==> config.mk <==
export PLATFORM = sky130hd
export DESIGN_NAME = reminder_scheduler
export DESIGN_NICKNAME = d
export VERILOG_FILES = /design/src/rtl/reminder_scheduler.sv
export SDC_FILE = /design/constraint.sdc
export NUM_CORES = 1
export LEC_CHECK = 0
export CORE_MARGIN = 3
export CORE_UTILIZATION = 52
export DETAILED_ROUTE_END_ITERATION = 10
export PLACE_DENSITY = 0.85
export SLEW_MARGIN = 20
export SYNTH_ARGS = -nofsm -noshare
export SYNTH_HDL_FRONTEND = slang
export SYNTH_SLANG_ARGS = --single-unit
==> constraint.sdc <==
create_clock -name clk -period 2.54 [get_ports clk]
set_input_delay 0.254 -clock clk [delete_from_list [all_inputs] [get_ports clk]]
set_output_delay 0.254 -clock clk [all_outputs]
set_load 0.03 [all_outputs]
==> src/rtl/reminder_scheduler.sv <==
// rtl/reminder_scheduler.sv - drink reminder timer with BCD mm:ss, alert, snooze and missed count
module reminder_scheduler #(
  parameter int TICK_DIV   = 50000000,
  parameter int SNOOZE_MIN = 2
) (
  input  logic       clk,
  input  logic       reset,
  input  logic       start,
  input  logic       stop,
  input  logic       ack,
  input  logic       snooze,
  input  logic [3:0] int_min1,
  input  logic [3:0] int_min0,
  output logic [3:0] sec1,
  output logic [3:0] sec0,
  output logic [3:0] min1,
  output logic [3:0] min0,
  output logic       alert,
  output logic [1:0] state,
  output logic [3:0] missed
);

  localparam int PW = (TICK_DIV > 2) ? $clog2(TICK_DIV) : 1;
  localparam logic [PW-1:0] PRESC_MAX = PW'(TICK_DIV - 1);
  localparam logic [3:0] SNOOZE_DIGIT = 4'(SNOOZE_MIN);

  typedef enum logic [1:0] {
    S_IDLE     = 2'd0,
    S_COUNTING = 2'd1,
    S_ALERT    = 2'd2,
    S_SNOOZE   = 2'd3
  } state_t;

  state_t        state_q;
  logic [PW-1:0] presc_q;
  logic [3:0]    sec1_q, sec0_q, min1_q, min0_q;
  logic [3:0]    sec1_d, sec0_d, min1_d, min0_d;
  logic [5:0]    asec_q;
  logic [3:0]    missed_q;
  logic          alert_q;
  logic [3:0]    ilat1_q, ilat0_q;

  logic          tick;
  logic          hit_interval;
  logic          hit_snooze;
  logic          start_ok;
  logic [PW-1:0] presc_next;

  assign tick         = (presc_q == PRESC_MAX);
  assign presc_next   = tick ? '0 : presc_q + PW'(1);
  assign hit_interval = ({min1_d, min0_d, sec1_d, sec0_d} == {ilat1_q, ilat0_q, 8'h00});
  assign hit_snooze   = ({min1_d, min0_d, sec1_d, sec0_d} == {4'd0, SNOOZE_DIGIT, 8'h00});
  assign start_ok     = start && (int_min1 <= 4'd9) && (int_min0 <= 4'd9) &&
                        ({int_min1, int_min0} != 8'h00);

  // BCD mm:ss one second ahead of the current time, wrapping 99:59 to 00:00
  always_comb begin
    sec1_d = sec1_q;
    sec0_d = sec0_q;
    min1_d = min1_q;
    min0_d = min0_q;
    if (sec0_q == 4'd9) begin
      sec0_d = 4'd0;
      if (sec1_q == 4'd5) begin
        sec1_d = 4'd0;
        if (min0_q == 4'd9) begin
          min0_d = 4'd0;
          min1_d = (min1_q == 4'd9) ? 4'd0 : min1_q + 4'd1;
        end else begin
          min0_d = min0_q + 4'd1;
        end
      end else begin
        sec1_d = sec1_q + 4'd1;
      end
    end else begin
      sec0_d = sec0_q + 4'd1;
    end
  end

  // Scheduler FSM: prescaler, elapsed time, alert seconds and missed count
  always_ff @(posedge clk) begin
    if (reset) begin
      state_q  <= S_IDLE;
      presc_q  <= '0;
      {min1_q, min0_q, sec1_q, sec0_q} <= '0;
      asec_q   <= '0;
      missed_q <= '0;
      alert_q  <= 1'b0;
      ilat1_q  <= '0;
      ilat0_q  <= '0;
    end else if (stop) begin
      state_q  <= S_IDLE;
      presc_q  <= '0;
      {min1_q, min0_q, sec1_q, sec0_q} <= '0;
      asec_q   <= '0;
      alert_q  <= 1'b0;
    end else begin
      case (state_q)
        S_IDLE: begin
          presc_q <= '0;
          if (start_ok) begin
            ilat1_q <= int_min1;
            ilat0_q <= int_min0;
            state_q <= S_COUNTING;
          end
        end
        S_COUNTING: begin
          presc_q <= presc_next;
          if (tick) begin
            {min1_q, min0_q, sec1_q, sec0_q} <= {min1_d, min0_d, sec1_d, sec0_d};
            if (hit_interval) begin
              state_q <= S_ALERT;
              alert_q <= 1'b1;
              asec_q  <= '0;
            end
          end
        end
        S_ALERT: begin
          if (ack) begin
            state_q <= S_COUNTING;
            presc_q <= '0;
            {min1_q, min0_q, sec1_q, sec0_q} <= '0;
            asec_q  <= '0;
            alert_q <= 1'b0;
          end else if (snooze) begin
            state_q <= S_SNOOZE;
            presc_q <= '0;
            {min1_q, min0_q, sec1_q, sec0_q} <= '0;
            asec_q  <= '0;
            alert_q <= 1'b0;
          end else begin
            // Time stays frozen; the prescaler measures how long the alert is ignored
            presc_q <= presc_next;
            if (tick) begin
              if (asec_q == 6'd59) begin
                if (missed_q != 4'hF) missed_q <= missed_q + 4'd1;
                state_q <= S_COUNTING;
                {min1_q, min0_q, sec1_q, sec0_q} <= '0;
                asec_q  <= '0;
                alert_q <= 1'b0;
              end else begin
                asec_q <= asec_q + 6'd1;
              end
            end
          end
        end
        S_SNOOZE: begin
          if (ack) begin
            state_q <= S_COUNTING;
            presc_q <= '0;
            {min1_q, min0_q, sec1_q, sec0_q} <= '0;
          end else begin
            presc_q <= presc_next;
            if (tick) begin
              {min1_q, min0_q, sec1_q, sec0_q} <= {min1_d, min0_d, sec1_d, sec0_d};
              if (hit_snooze) begin
                state_q <= S_ALERT;
                alert_q <= 1'b1;
                asec_q  <= '0;
              end
            end
          end
        end
        default: state_q <= S_IDLE;
      endcase
    end
  end

  assign state  = state_q;
  assign alert  = alert_q;
  assign missed = missed_q;
  assign sec1   = sec1_q;
  assign sec0   = sec0_q;
  assign min1   = min1_q;
  assign min0   = min0_q;

endmodule
==> impl_metrics.py <==
metrics = {
    "sta": {
        "max_freq_mhz": 400,
        "hold_ws_ns": 0.513,
        "fin_skew_ns": 0.00760,
        "setup_viol": 0,
        "worst_pin_slew_ns": 0.548,
        "rsz0062_at_grt": "yes",
        "drv_slew": 0,
        "period_share": 0.985,
        "slew_headroom": 0.631,
        "fin_crit_ns": 2.50,
        "tns_ns": 0,
        "hold_violations": 0,
    },
    "synth": {
        "synth-edff-count": 0,
        "syn_area_per_cell_um2": 8.03,
        "ys_warn_count": 0,
        "synth_ff_type": "dfxtp_1",
        "synthDistinctLibCells": 59,
        "ys_ff_latch": 63,
        "synth_area_um2": 3600,
        "syn_nets": 470,
        "seq_area_frac_synth": 0.350,
        "syn_inst": 449,
        "synth-async-reset-ratio": 0,
    },
    "drt": {
        "route.vias.total": 3656,
        "dr.pass1.iters": 7,
        "routed.top_layer": "met4",
        "drt-wirelength-per-cell_um": 15.7,
        "wirelength_um": 9520,
        "route.layer.met1.wl_um": 4090,
        "wl_met3_um": 650,
        "viasPerCell": 6.04,
        "ant_nets": 0,
        "wl_met2_um": 4630,
        "drc": 0,
        "drt_iter0_drc": 270,
    },
    "floorplan": {
        "core_area_um2": 6530,
        "num_rows": 29,
        "start_util": 0.552,
        "io_pins": 37,
        "die_w_um": 89.3,
        "dieArea_um2": 7970,
        "fp.dieH_um": 89.3,
    },
    "worst_setup_path": {
        "crit_family": "simple AND/OR/NAND/NOR gates",
        "crit_chain": "inv_2, ha_4, and3b_2, a21oi_2, or3_1, a2111o_1, or4_4, o22ai_4, o32ai_1",
        "cp_slowest_cell": "or4_4",
        "critical_path_arrival_ns": 2.71,
        "max_stage_delay_ns": 0.46,
        "rrSetupSlack_ns": 0.04,
        "rr_endpoint": "asec_q[1]",
        "r2r_start": "sec0[1]",
        "crit_required_ns": 2.75,
        "worstSetupEndpointType": "flip-flop",
        "rr_worst_depth": 9,
        "critPathLaunchType": "flip-flop",
        "path_max_fanout": 6,
        "worst-path-buf-inv": 1,
        "path_class": "flip-flop to flip-flop",
    },
    "clock_tree": {
        "postCtsHoldBufs": 0,
        "numCtsBuffers": 9,
        "cts_buffer_depth": 2,
        "cts_sinks": 63,
        "root_buffer": "clkbuf_8",
        "path_clk_slew_ns": 0.07,
        "clk_latency_ns": 0.33,
        "htree_levels": 3,
        "cts_tree": "done",
    },
    "place": {
        "hpwl_um": 6740,
        "gp_congestion": 0.912,
        "portBuffers": 36,
        "dp.cells": 583,
    },
    "finish": {
        "area_growth_pct": 29.9,
        "drive_above_1_share": 0.199,
        "fillers": 479,
        "nets": 546,
        "final_cells": 605,
        "diodes": 0,
    },
    "pwr": {
        "power.total_uw": 1850,
        "p_per_area_nw_per_um2": 394,
        "p_leak_uw": 0.00163,
        "ir_drop_mv": 0.268,
    },
    "worst_hold_path": {
        "hp-class": "flip-flop to flip-flop",
        "hold_end": "alert",
        "hp-start": "alert",
        "hold_depth": 1,
    },
    "global_routing": {
        "antenna_found_initial": 0,
        "grt_pass1_vias": 3358,
        "grt_usage": 0.238,
        "grt_pass1_wl_um": 15100,
        "overflow": 0,
        "grt_max_degree": 26,
    },
    "outcome": {
        "status": "finished clean",
    },
    "job": {
        "maxCapViolCount": 0,
    },
}
==> placed cells by master (no fill, tap or decap), types with 6 or more instances in the layout <==
cell and instances:
nand3_1 19, nand4_1 11, a21oi_1 22, xor2_1 23, xnor2_1 14, or4_1 6
nor3_1 13, dfxtp_1 54, buf_4 45, clkdlybuf4s50_1 36, a31oi_1 6, nand2_1 30
dfxtp_2 6, clkbuf_8 11, nor2_1 74, mux2i_1 13, o21ai_0 16, inv_1 11
==> cell type report <==
type / instances / area [um2] / area share
Clock inverter: 3 / 18.8 / 0.00401
Timing Repair Buffer: 85 / 752 / 0.161
Multi-Input combinational cell: 353 / 2330 / 0.498
Clock buffer: 11 / 151 / 0.0323
Inverter: 13 / 51.3 / 0.0110
Tap cell: 77 / 96.3 / 0.0206
Sequential cell: 63 / 1280 / 0.273
==> sequential cells by signal (all words and copies together) (netlist names) <==
name / count
alert: 1
asec_q: 6
ilat0_q: 4
ilat1_q: 4
min0: 4
min1: 4
missed: 4
presc_q: 26
sec0: 4
sec1: 4
state: 2
==> cell usage after synthesis (all sizes together) (4+ instances only) <==
| cell type | number | area share |
|---|---|---|
| or4 | 7 | 0.016 |
| or3 | 5 | 0.0087 |
| nand2b | 4 | 0.0069 |
| o21ai | 17 | 0.024 |
| nor4b | 5 | 0.012 |
| or2 | 6 | 0.010 |
| a31oi | 8 | 0.014 |
| mux2i | 13 | 0.036 |
| nor4 | 7 | 0.014 |
| clkbuf | 14 | 0.015 |
| and4 | 4 | 0.0097 |
| xnor2 | 14 | 0.034 |
| nand3 | 19 | 0.026 |
| inv | 13 | 0.014 |
| nor2 | 75 | 0.079 |
| a21oi | 25 | 0.035 |
| nand2 | 31 | 0.032 |
| nand4 | 11 | 0.019 |
| ha | 7 | 0.024 |
| dfxtp | 63 | 0.35 |
| nand3b | 5 | 0.010 |
| o21a | 5 | 0.010 |
| xor2 | 23 | 0.056 |
| nor3 | 16 | 0.025 |
| buf | 6 | 0.0090 |
==> what timing repair did <==
item                                   in CTS  in global routing
pin swaps                                   3                  8
setup endpoints to repair                   3                 10
endpoints found under the hold margin       0                  0
resized for setup                           2                 31
buffers inserted                            2                  6
==> cells by family after synthesis <==
group,after synthesis,synth area share
buffers and inverters,33,0.0371
flip-flops,63,0.350
adder cells (fa/ha/maj),7,0.0243
multiplexers,13,0.0361
XOR/XNOR,37,0.0899
AND/OR/NAND/NOR,214,0.313
AO/OA/AOI/OAI,82,0.149
==> report_power, final <==
group          total [uW]  switching (uW)  internal [uW]  leakage (uW)
logic                83.5            41.5           42.1       0.00103
clock network         766             371            395     0.0000876
registers             997            7.87            989      0.000513
==> routing by layer <==
| layer | up-vias | GRT usage |
|---|---|---|
| met5 | - | 0 |
| li1 | 1767 | - |
| met4 | 0 | 0.0744 |
| met3 | 16 | 0.0488 |
| met2 | 167 | 0.393 |
| met1 | 1706 | 0.312 |
==> worst max path at each step <==
stage | start | end | depth (start not counted)
after floorplan | sec1[2] | asec_q[1] | 8
after global placement | presc_q[0] | asec_q[1] | 8
after detailed placement | presc_q[0] | asec_q[1] | 8
after CTS | presc_q[0] | asec_q[1] | 8
after global routing | sec0[1] | asec_q[2] | 9
final | sec0[1] | asec_q[1] | 9
==> through the flow <==
| stage | cell area [um2] | setup slack (ns) | util |
|---|---|---|---|
| after global routing | 4680 | -0.0590 | 0.717 |
| after global placement | 4310 | 0.0576 | 0.660 |
| after floorplan | 3620 | 0.000322 | - |
| after CTS | 4510 | 0.0124 | 0.690 |
| final | 4680 | 0.0370 | 0.717 |
| after detailed placement | 4310 | -0.00173 | 0.660 |
==> worst register-to-register path, cell delays in order (launching register included) <==
cell and delay (ns):
dfxtp_2 0.33, inv_2 0.06, ha_4 0.13, and3b_2 0.25
a21oi_2 0.08, or3_1 0.36, a2111o_1 0.37, or4_4 0.46
o22ai_4 0.22, o32ai_1 0.12
Note: power is estimated with default switching activity, not from simulation.
